--- src/rtl/fifo_pkg.sv ---
// Shared definitions for the byte-FIFO read side: default width, reader states,
// and the in-flight byte count used to throttle FIFO pops.
package fifo_pkg;

  localparam int FIFO_DATA_W = 8;

  typedef enum logic [1:0] {
    IDLE  = 2'd0,
    RUN   = 2'd1,
    DRAIN = 2'd2
  } rd_state_e;

  // Bytes that will be held after this cycle: buffered + arriving - leaving.
  function automatic logic [2:0] inflight(input logic [1:0] occ, input logic pend, input logic pop);
    return {1'b0, occ} + {2'b00, pend} - {2'b00, pop};
  endfunction

endpackage

--- src/rtl/stream_buf2.sv ---
// Two-entry in-order byte buffer; the head entry is the registered stream output.
module stream_buf2 import fifo_pkg::*; #(
  parameter int DATA_W = FIFO_DATA_W
) (
  input  logic              clk,
  input  logic              rstn,
  input  logic              wr,
  input  logic [DATA_W-1:0] wdata,
  input  logic              rd,
  output logic [DATA_W-1:0] rdata,
  output logic [1:0]        occ
);

  logic [DATA_W-1:0] head_r;
  logic [DATA_W-1:0] tail_r;
  logic [1:0]        occ_r;
  logic              rd_s;

  // Reads of an empty buffer are ignored.
  always_comb begin
    rd_s = 1'b0;
    if (occ_r != 2'd0) begin
      rd_s = rd;
    end else begin
      rd_s = 1'b0;
    end
  end

  // Entry storage and occupancy; the head always holds the oldest byte.
  always_ff @(posedge clk or negedge rstn) begin
    if (!rstn) begin
      head_r <= {DATA_W{1'b0}};
      tail_r <= {DATA_W{1'b0}};
      occ_r  <= 2'd0;
    end else begin
      case ({wr, rd_s})
        2'b10: begin
          if (occ_r == 2'd0) begin
            head_r <= wdata;
          end else begin
            tail_r <= wdata;
          end
          occ_r <= occ_r + 2'd1;
        end
        2'b01: begin
          head_r <= tail_r;
          occ_r  <= occ_r - 2'd1;
        end
        2'b11: begin
          if (occ_r == 2'd1) begin
            head_r <= wdata;
          end else begin
            head_r <= tail_r;
            tail_r <= wdata;
          end
        end
        default: begin
          occ_r <= occ_r;
        end
      endcase
    end
  end

  assign rdata = head_r;
  assign occ   = occ_r;

  stream_buf2_chk u_chk (
    .clk  (clk),
    .rstn (rstn),
    .wr   (wr),
    .occ  (occ_r)
  );

endmodule

--- src/rtl/stream_buf2_chk.sv ---
// Simulation checker for stream_buf2: a write must never land in a full buffer.
module stream_buf2_chk (
  input logic       clk,
  input logic       rstn,
  input logic       wr,
  input logic [1:0] occ
);

  a_no_write_when_full: assert property (@(posedge clk) disable iff (!rstn) !(wr && (occ == 2'd2)));

endmodule

--- src/rtl/fifo_stream_reader.sv ---
// Read-side FIFO controller: pops bytes (1-cycle read latency) into a 2-entry buffer
// and streams them out on valid/ready, framed into FRAME_LEN-byte packets.
module fifo_stream_reader import fifo_pkg::*; #(
  parameter int DATA_W    = FIFO_DATA_W,
  parameter int FRAME_LEN = 4,
  parameter int FCNT_W    = 8
) (
  input  logic              clk,
  input  logic              rstn,
  input  logic              enable,
  input  logic              fifo_empty,
  output logic              fifo_rd_en,
  input  logic [DATA_W-1:0] fifo_data,
  output logic [DATA_W-1:0] out_data,
  output logic              out_valid,
  input  logic              out_ready,
  output logic              out_last,
  output logic              busy,
  output logic [FCNT_W-1:0] frame_cnt
);

  localparam int BEAT_W = (FRAME_LEN > 1) ? $clog2(FRAME_LEN) : 1;
  localparam logic [BEAT_W-1:0] LAST_BEAT = BEAT_W'(FRAME_LEN - 1);

  rd_state_e         state_r;
  rd_state_e         state_nxt_s;
  logic              pend_r;
  logic [BEAT_W-1:0] beat_r;
  logic [FCNT_W-1:0] frame_cnt_r;
  logic [1:0]        occ_s;
  logic              pop_s;
  logic              held_s;

  assign out_valid = (occ_s != 2'd0);
  assign pop_s     = out_valid & out_ready;
  assign out_last  = out_valid & (beat_r == LAST_BEAT);
  assign held_s    = pend_r | (occ_s != 2'd0);
  assign frame_cnt = frame_cnt_r;

  // State register.
  always_ff @(posedge clk or negedge rstn) begin
    if (!rstn) begin
      state_r <= IDLE;
    end else begin
      state_r <= state_nxt_s;
    end
  end

  // Next-state logic: DRAIN keeps delivering held bytes after enable falls.
  always_comb begin
    state_nxt_s = state_r;
    case (state_r)
      IDLE: begin
        if (enable) begin
          state_nxt_s = RUN;
        end else begin
          state_nxt_s = IDLE;
        end
      end
      RUN: begin
        if (enable) begin
          state_nxt_s = RUN;
        end else if (held_s) begin
          state_nxt_s = DRAIN;
        end else begin
          state_nxt_s = IDLE;
        end
      end
      DRAIN: begin
        if (enable) begin
          state_nxt_s = RUN;
        end else if (!held_s) begin
          state_nxt_s = IDLE;
        end else begin
          state_nxt_s = DRAIN;
        end
      end
      default: begin
        state_nxt_s = IDLE;
      end
    endcase
  end

  // Outputs: pop only while the buffer can absorb every byte already in flight.
  always_comb begin
    fifo_rd_en = 1'b0;
    busy       = (state_r != IDLE);
    if ((state_r == RUN) && enable && !fifo_empty && (inflight(occ_s, pend_r, pop_s) < 3'd2)) begin
      fifo_rd_en = 1'b1;
    end else begin
      fifo_rd_en = 1'b0;
    end
  end

  // Pending-read flag plus beat and completed-frame counters.
  always_ff @(posedge clk or negedge rstn) begin
    if (!rstn) begin
      pend_r      <= 1'b0;
      beat_r      <= {BEAT_W{1'b0}};
      frame_cnt_r <= {FCNT_W{1'b0}};
    end else begin
      pend_r <= fifo_rd_en;
      if (pop_s) begin
        if (out_last) begin
          beat_r      <= {BEAT_W{1'b0}};
          frame_cnt_r <= frame_cnt_r + FCNT_W'(1);
        end else begin
          beat_r <= beat_r + BEAT_W'(1);
        end
      end
    end
  end

  stream_buf2 #(
    .DATA_W (DATA_W)
  ) u_buf (
    .clk   (clk),
    .rstn  (rstn),
    .wr    (pend_r),
    .wdata (fifo_data),
    .rd    (pop_s),
    .rdata (out_data),
    .occ   (occ_s)
  );

endmodule
--- config.mk ---
export PLATFORM = sky130hd
export DESIGN_NAME = fifo_stream_reader
export DESIGN_NICKNAME = d
export VERILOG_FILES = /design/src/rtl/fifo_pkg.sv /design/src/rtl/stream_buf2.sv /design/src/rtl/stream_buf2_chk.sv /design/src/rtl/fifo_stream_reader.sv
export SDC_FILE = /design/constraint.sdc
export NUM_CORES = 1
export LEC_CHECK = 0
export ABC_CLOCK_PERIOD_IN_PS = 2500
export CELL_PAD_IN_SITES_DETAIL_PLACEMENT = 2
export CELL_PAD_IN_SITES_GLOBAL_PLACEMENT = 2
export CORE_ASPECT_RATIO = 0.75
export CORE_UTILIZATION = 32
export CTS_CLUSTER_DIAMETER = 100
export CTS_CLUSTER_SIZE = 28
export DETAILED_ROUTE_END_ITERATION = 10
export HOLD_SLACK_MARGIN = 0.06
export PLACE_DENSITY_LB_ADDON = 0.1
export SLEW_MARGIN = 20
export SYNTH_ARGS = -nofsm -noshare
export SYNTH_HDL_FRONTEND = slang
export SYNTH_SLANG_ARGS = --single-unit
--- constraint.sdc ---
create_clock -name clk -period 2.5 [get_ports clk]
set_input_delay 0.375 -clock clk [delete_from_list [all_inputs] [get_ports clk]]
set_output_delay 0.375 -clock clk [all_outputs]
set_load 0.02 [all_outputs]
Word-level counts from Yosys, hierarchy flattened. Index checks and enable logic that the tools add are counted.

Logic and storage cells: 56. Flip-flop bits (word level): 31. Input port bits: 13.

Muxes and demuxes: 14. Reductions and logical operators: 15. $add $sub $neg: 6. Magnitude comparators: 1. Bitwise gates (word level): 3. Equal/unequal tests: 10.

Operators with widths (number): 2-to-1 mux 8 bit (4); case mux 8 bit (3 select lines) (1); case mux 8 bit (2 select lines) (1); adder 8 x 1 -> 8 bit (second input constant) (1); == test 2 bit (second input constant) (4); case mux 2 bit (2 select lines) (2); nonzero test 2 bit (4); == test 2 x 1 -> 1 bit (second input constant) (3); 2-to-1 mux 2 bit (3); adder 2 x 1 -> 2 bit (second input constant) (2); logical NOT 2 bit (2); inequality test 2 bit (second input constant) (2); AND reduction 2 bit (2); adder 2 x 1 -> 3 bit (1); logical AND 1 bit (3); less-than comparator 3 x 2 -> 1 bit (second input constant) (1); 2-to-1 mux 1 bit (3); AND reduction 3 bit (1); nonzero test 3 bit (1); subtractor 3 x 1 -> 3 bit (1); AND 1 bit (2); inequality test 2 x 1 -> 1 bit (second input constant) (1); OR reduction 2 bit (1); subtractor 2 x 1 -> 2 bit (second input constant) (1); other kinds (2) (2).

Longest topological paths before layout.
Depth in word-level cells: 6. Depth in mapped cells: 10. Gate-level depth less buffers: 9.

Cells and area by module. From an unflattened synthesis, not the netlist that was laid out.

Cell total of the unflattened synthesis: 146. Area, all modules: 1649.1 um2.

Modules (own cells, without submodules): stream_buf2 (area an instance 963.4 um2, instances 1, seq. area each 450.4 um2, cells an instance 87); fifo_stream_reader (area an instance 685.7 um2, instances 1, seq. area each 325.3 um2, cells an instance 59).

Worst setup path after synthesis. OpenSTA, ideal clock, no wires.

Kind: reg-to-output. Start: register u_buf.occ_r[1] (netlist: u_buf.occ[1]). End: output fifo_rd_en. Data required time: 2.125 ns. Buffers on the path: 1. Arrival: 2.170 ns. Stages on the path, launching flop included: 11. Setup slack: -0.045 ns. Cells stage by stage: dfrtp_1 > inv_1 > ha_1 > nor2b_2 > buf_6 > inv_6 > nor2_1 > o21ai_0 > fa_1 > nand4b_1 > nor2_1.

Word-level cells in the longest chain between the ends: 6.

RTL lines: from (decl) (line stream_buf2.sv:16) `logic [1:0] occ_r;`; from (signal assigned) (line stream_buf2.sv:43) `occ_r <= occ_r + 2'd1;`; from (signal assigned) (line stream_buf2.sv:47) `occ_r <= occ_r - 2'd1;`; from (signal assigned) (line stream_buf2.sv:58) `occ_r <= occ_r;`; branches (longest 2 deep; another with adder 2 x 1 -> 3 bit); subtractor 3 x 1 -> 3 bit (*) (line fifo_pkg.sv:15) `return {1'b0, occ} + {2'b00, pend} - {2'b00, pop};`; less-than comparator 3 x 2 -> 1 bit (*) (line fifo_stream_reader.sv:88) `if ((state_r == RUN) && enable && !fifo_empty && (inflight(occ_s, pend_r, pop_s) < 3'd2)) begin`; logical AND 1 bit (*) (line fifo_stream_reader.sv:88); 2-to-1 mux 1 bit (*) (line fifo_stream_reader.sv:88); to (decl) (line fifo_stream_reader.sv:12) `output logic fifo_rd_en,`.

Mark *: on every way between the ends.

Worst setup path after layout.
Start: register u_buf.occ_r[0] (netlist: u_buf.occ[0]). End: output fifo_rd_en.

Same word-level chain as after synthesis.

==> results.sh <==
export IMPL_setup_tns_ns=-0.0551
export IMPL_synthAdderAreaFrac=0.0913
export IMPL_holdPathEnd="frame_cnt[7]$_DFFE_PN0P_"
export IMPL_outcome="finished with violations"
export IMPL_multi_input_area_sq_um=764
export IMPL_cts_sinks=31
export IMPL_power_density_nw_per_um2=1170
export IMPL_finalSetupViolations=1
export IMPL_arrival_ns=2.18
export IMPL_num_rows=21
export IMPL_die_height_um=63.1
export IMPL_drive_gt1_frac=0.216
export IMPL_ys_seq_area_frac=0.488
export IMPL_critPathLaunch="u_buf.occ[0]$_DFFE_PN0P_"
export IMPL_place_congestion=0.710
export IMPL_dieWidth_um=83.4
export IMPL_yosys_area_share_simple=0.152
export IMPL_hp_class="flip-flop to flip-flop"
export IMPL_yosys_warnings=0
export IMPL_fin_ws_ns=-0.0551
export IMPL_synth_cell_type_count=30
export IMPL_fin_hold_ws_ns=0.470
export IMPL_hp_start="frame_cnt[7]$_DFFE_PN0P_"
export IMPL_routed_wl_mm=4.07
export IMPL_placed_cell_area_sq_um=2030
export IMPL_grt_setup_unrepaired="true"
export IMPL_maxCapViolations=0
export IMPL_antenna_left=0
export IMPL_vias_per_cell=4.92
export IMPL_violations="negative setup slack"
export IMPL_syn_area_sq_um=1590
export IMPL_track_usage=0.176
export IMPL_grt_overflow_total=0
export IMPL_dp_slack_ns=-0.642
export IMPL_r2r_end="u_buf.tail_r[1]$_DFFE_PN0P_"
export IMPL_initial_core_util=0.344
export IMPL_design_area_sq_um=2150
export IMPL_drc=0
export IMPL_synth_area_mux_share=0.0708
export IMPL_port_buffers=32
export IMPL_dp_cells=238
export IMPL_antenna_found_initial=0
export IMPL_regArea_sq_um=776
export IMPL_cp_max_fo=6
export IMPL_cts_buffer_depth=2
export IMPL_synth_top_family_by_area="simple AND/OR/NAND/NOR gates"
export IMPL_drv_slew=0
export IMPL_post_drt_wl_per_cell_um=16.5
export IMPL_ir_worst_vdd_mv=0.437
export IMPL_relSlewSlack=0.734
export IMPL_syn_nets=168
export IMPL_clk_latency_ns=0.28
export IMPL_fin_total_pwr_mw=2.53
export IMPL_grt_pass1_vias=1369
export IMPL_fin_util=0.465
export IMPL_reg2reg_depth=9
export IMPL_fin_crit_sh=1.02
export IMPL_whs_path_depth=1
export IMPL_crit_type="flip-flop to primary output"
export IMPL_synthCells=144
export IMPL_grt_max_degree=32
export IMPL_cts_buffers=5
export IMPL_fin_nets=213
export IMPL_leakagePower_nw=0.957
export IMPL_syn_area_per_cell_sq_um=11.0
export IMPL_cts_tree="built"
export IMPL_grt_pass1_wl_mm=7.13
export IMPL_cp_end_kind="primary output"
export IMPL_synth_ff_latch_count=31
export IMPL_synth_xor_area_frac=0.0551
export IMPL_drt_iter0_drc=37
export IMPL_worst_pin_slew_ns=0.389
export IMPL_fillCellCount=479
export IMPL_diodes=0
export IMPL_final_cells=247
export IMPL_finClkSkew_ns=0.00385
export IMPL_crit_path_start_kind="flip-flop"
export IMPL_area_growth_pct=35.2
export IMPL_fp_coreArea_sq_um=4620
export IMPL_via_count=1216
export IMPL_synth_compound_area_frac=0.0905
export IMPL_rr_startpoint="u_buf.occ[0]$_DFFE_PN0P_"
export IMPL_dp_hpwl_mm=2.98
export IMPL_htree_num_levels=2
export IMPL_ioPinCount=33
export IMPL_die_area_sq_um=5260
export IMPL_dr_pass1_iters=3
export IMPL_clock_fmax_ghz=0.391
export IMPL_r2r_setup_slack_ns=0.39
export IMPL_clk_pin_slew_ns=0.07
export IMPL_root_buffer="clkbuf_8"
export IMPL_fin_crit_ns=2.56
export IMPL_required_ns=2.12
export IMPL_finalHoldViolCount=0
## worst max path at each step
stage	to	slack, ns
3_3_place_gp	fifo_rd_en	-0.57
3_5_place_dp	fifo_rd_en	-0.64
2_1_floorplan	fifo_rd_en	0.02
4_1_cts	fifo_rd_en	-0.06
6_report	fifo_rd_en	-0.06
5_1_grt	fifo_rd_en	-0.16
## sequential cells by signal (all words and copies together), names as in the netlist
register	count
pend_r	1
beat_r	2
u_buf.occ	2
u_buf.tail_r	8
u_buf.rdata	8
state_r	2
frame_cnt	8
## cell type report
type / count / share of cell area
inverter: 10 / 0.0198
clock inverter: 1 / 0.00233
clock buffer: 7 / 0.0355
timing repair buffer: 44 / 0.193
tap: 57 / 0.0332
multi-input combinational: 97 / 0.355
sequential: 31 / 0.361
## cells in the mapped netlist
cell       number  area (sq um)
a2111oi_0       1          8.76
inv_6           1          8.76
nand4b_1        1          8.76
nor3_1          3          15.0
buf_1           1          3.75
a21o_1          1          7.51
mux2_2         10           113
nand3_1         9          45.0
nor2b_2         1          8.76
nand4_1         1          6.26
and2b_1         1          7.51
nand2_1         9          33.8
nor2_1         13          48.8
fa_1            1          20.0
o21ai_0         9          45.0
buf_4           1          7.51
a211oi_1        1          7.51
buf_6           2          22.5
ha_1           10           125
nand2b_1        2          12.5
a21oi_1         1          5.00
o22ai_4         1          20.0
xnor2_1         3          26.3
clkbuf_1        2          7.51
dfrtp_1        31           776
a31oi_1         8          50.1
nor4_4          2          42.5
xor2_1          7          61.3
nor2b_1         2          12.5
inv_1           9          33.8
## power by group
part | leakage (nW) | switching, mW | internal (mW)
sequential | 0.377 | 0.143 | 0.721
combinational | 0.538 | 0.666 | 0.620
clock | 0.0422 | 0.182 | 0.195
## critical path, cell delays in order, from the launching register on
cell      delay, ns
dfrtp_1        0.40
inv_2          0.10
ha_4           0.16
nor2b_4        0.05
buf_6          0.13
nor2_2         0.10
o21ai_2        0.07
fa_1           0.51
nand4b_1       0.11
nor2_2         0.13
buf_6          0.13
## layer usage
| metal | wire, um | up-vias | GRT usage | part of all wire |
|---|---|---|---|---|
| met5 | 0 | - | 0 | 0 |
| met4 | 23 | 0 | 0.0388 | 0.0057 |
| li1 | - | 578 | - | - |
| met2 | 2000 | 21 | 0.296 | 0.49 |
| met3 | 127 | 4 | 0.0406 | 0.031 |
| met1 | 1920 | 613 | 0.231 | 0.47 |
## layout by cell type, fill, tap and decap left out, types with 2 or more instances in the layout
master | netlist | final
o21ai_0 | 9 | 8
nor4_4 | 2 | 2
xnor2_1 | 3 | 3
dfrtp_1 | 31 | 31
inv_2 | 0 | 2
nor3_1 | 3 | 3
nand2b_1 | 2 | 2
inv_1 | 9 | 7
nand3_1 | 9 | 9
nor2_2 | 0 | 2
clkbuf_1 | 2 | 2
clkbuf_8 | 0 | 5
nand2_1 | 9 | 9
xor2_1 | 7 | 7
buf_4 | 1 | 11
a31oi_1 | 8 | 8
nor2_1 | 13 | 10
mux2_2 | 10 | 10
buf_6 | 2 | 2
clkdlybuf4s50_1 | 0 | 31
nor2b_1 | 2 | 2
ha_1 | 10 | 9
## kinds of logic (layout without fill, tap and decap cells)
| family | after synthesis | count (layout) |
|---|---|---|
| buffers and inverters | 16 | 62 |
| multiplexers | 10 | 10 |
| AO/OA/AOI/OAI | 22 | 22 |
| adder cells (fa/ha/maj) | 11 | 11 |
| flip-flops | 31 | 31 |
| AND/OR/NAND/NOR | 44 | 44 |
| XOR/XNOR | 10 | 10 |
## timing repair
item	4_1_cts	5_1_grt
setup buffers	1	0
pin swaps	1	0
hold buffers	0	0
endpoints found under the setup margin	1	1
gates resized for setup	17	0
No activity file was read; power rests on OpenSTA's default activity.
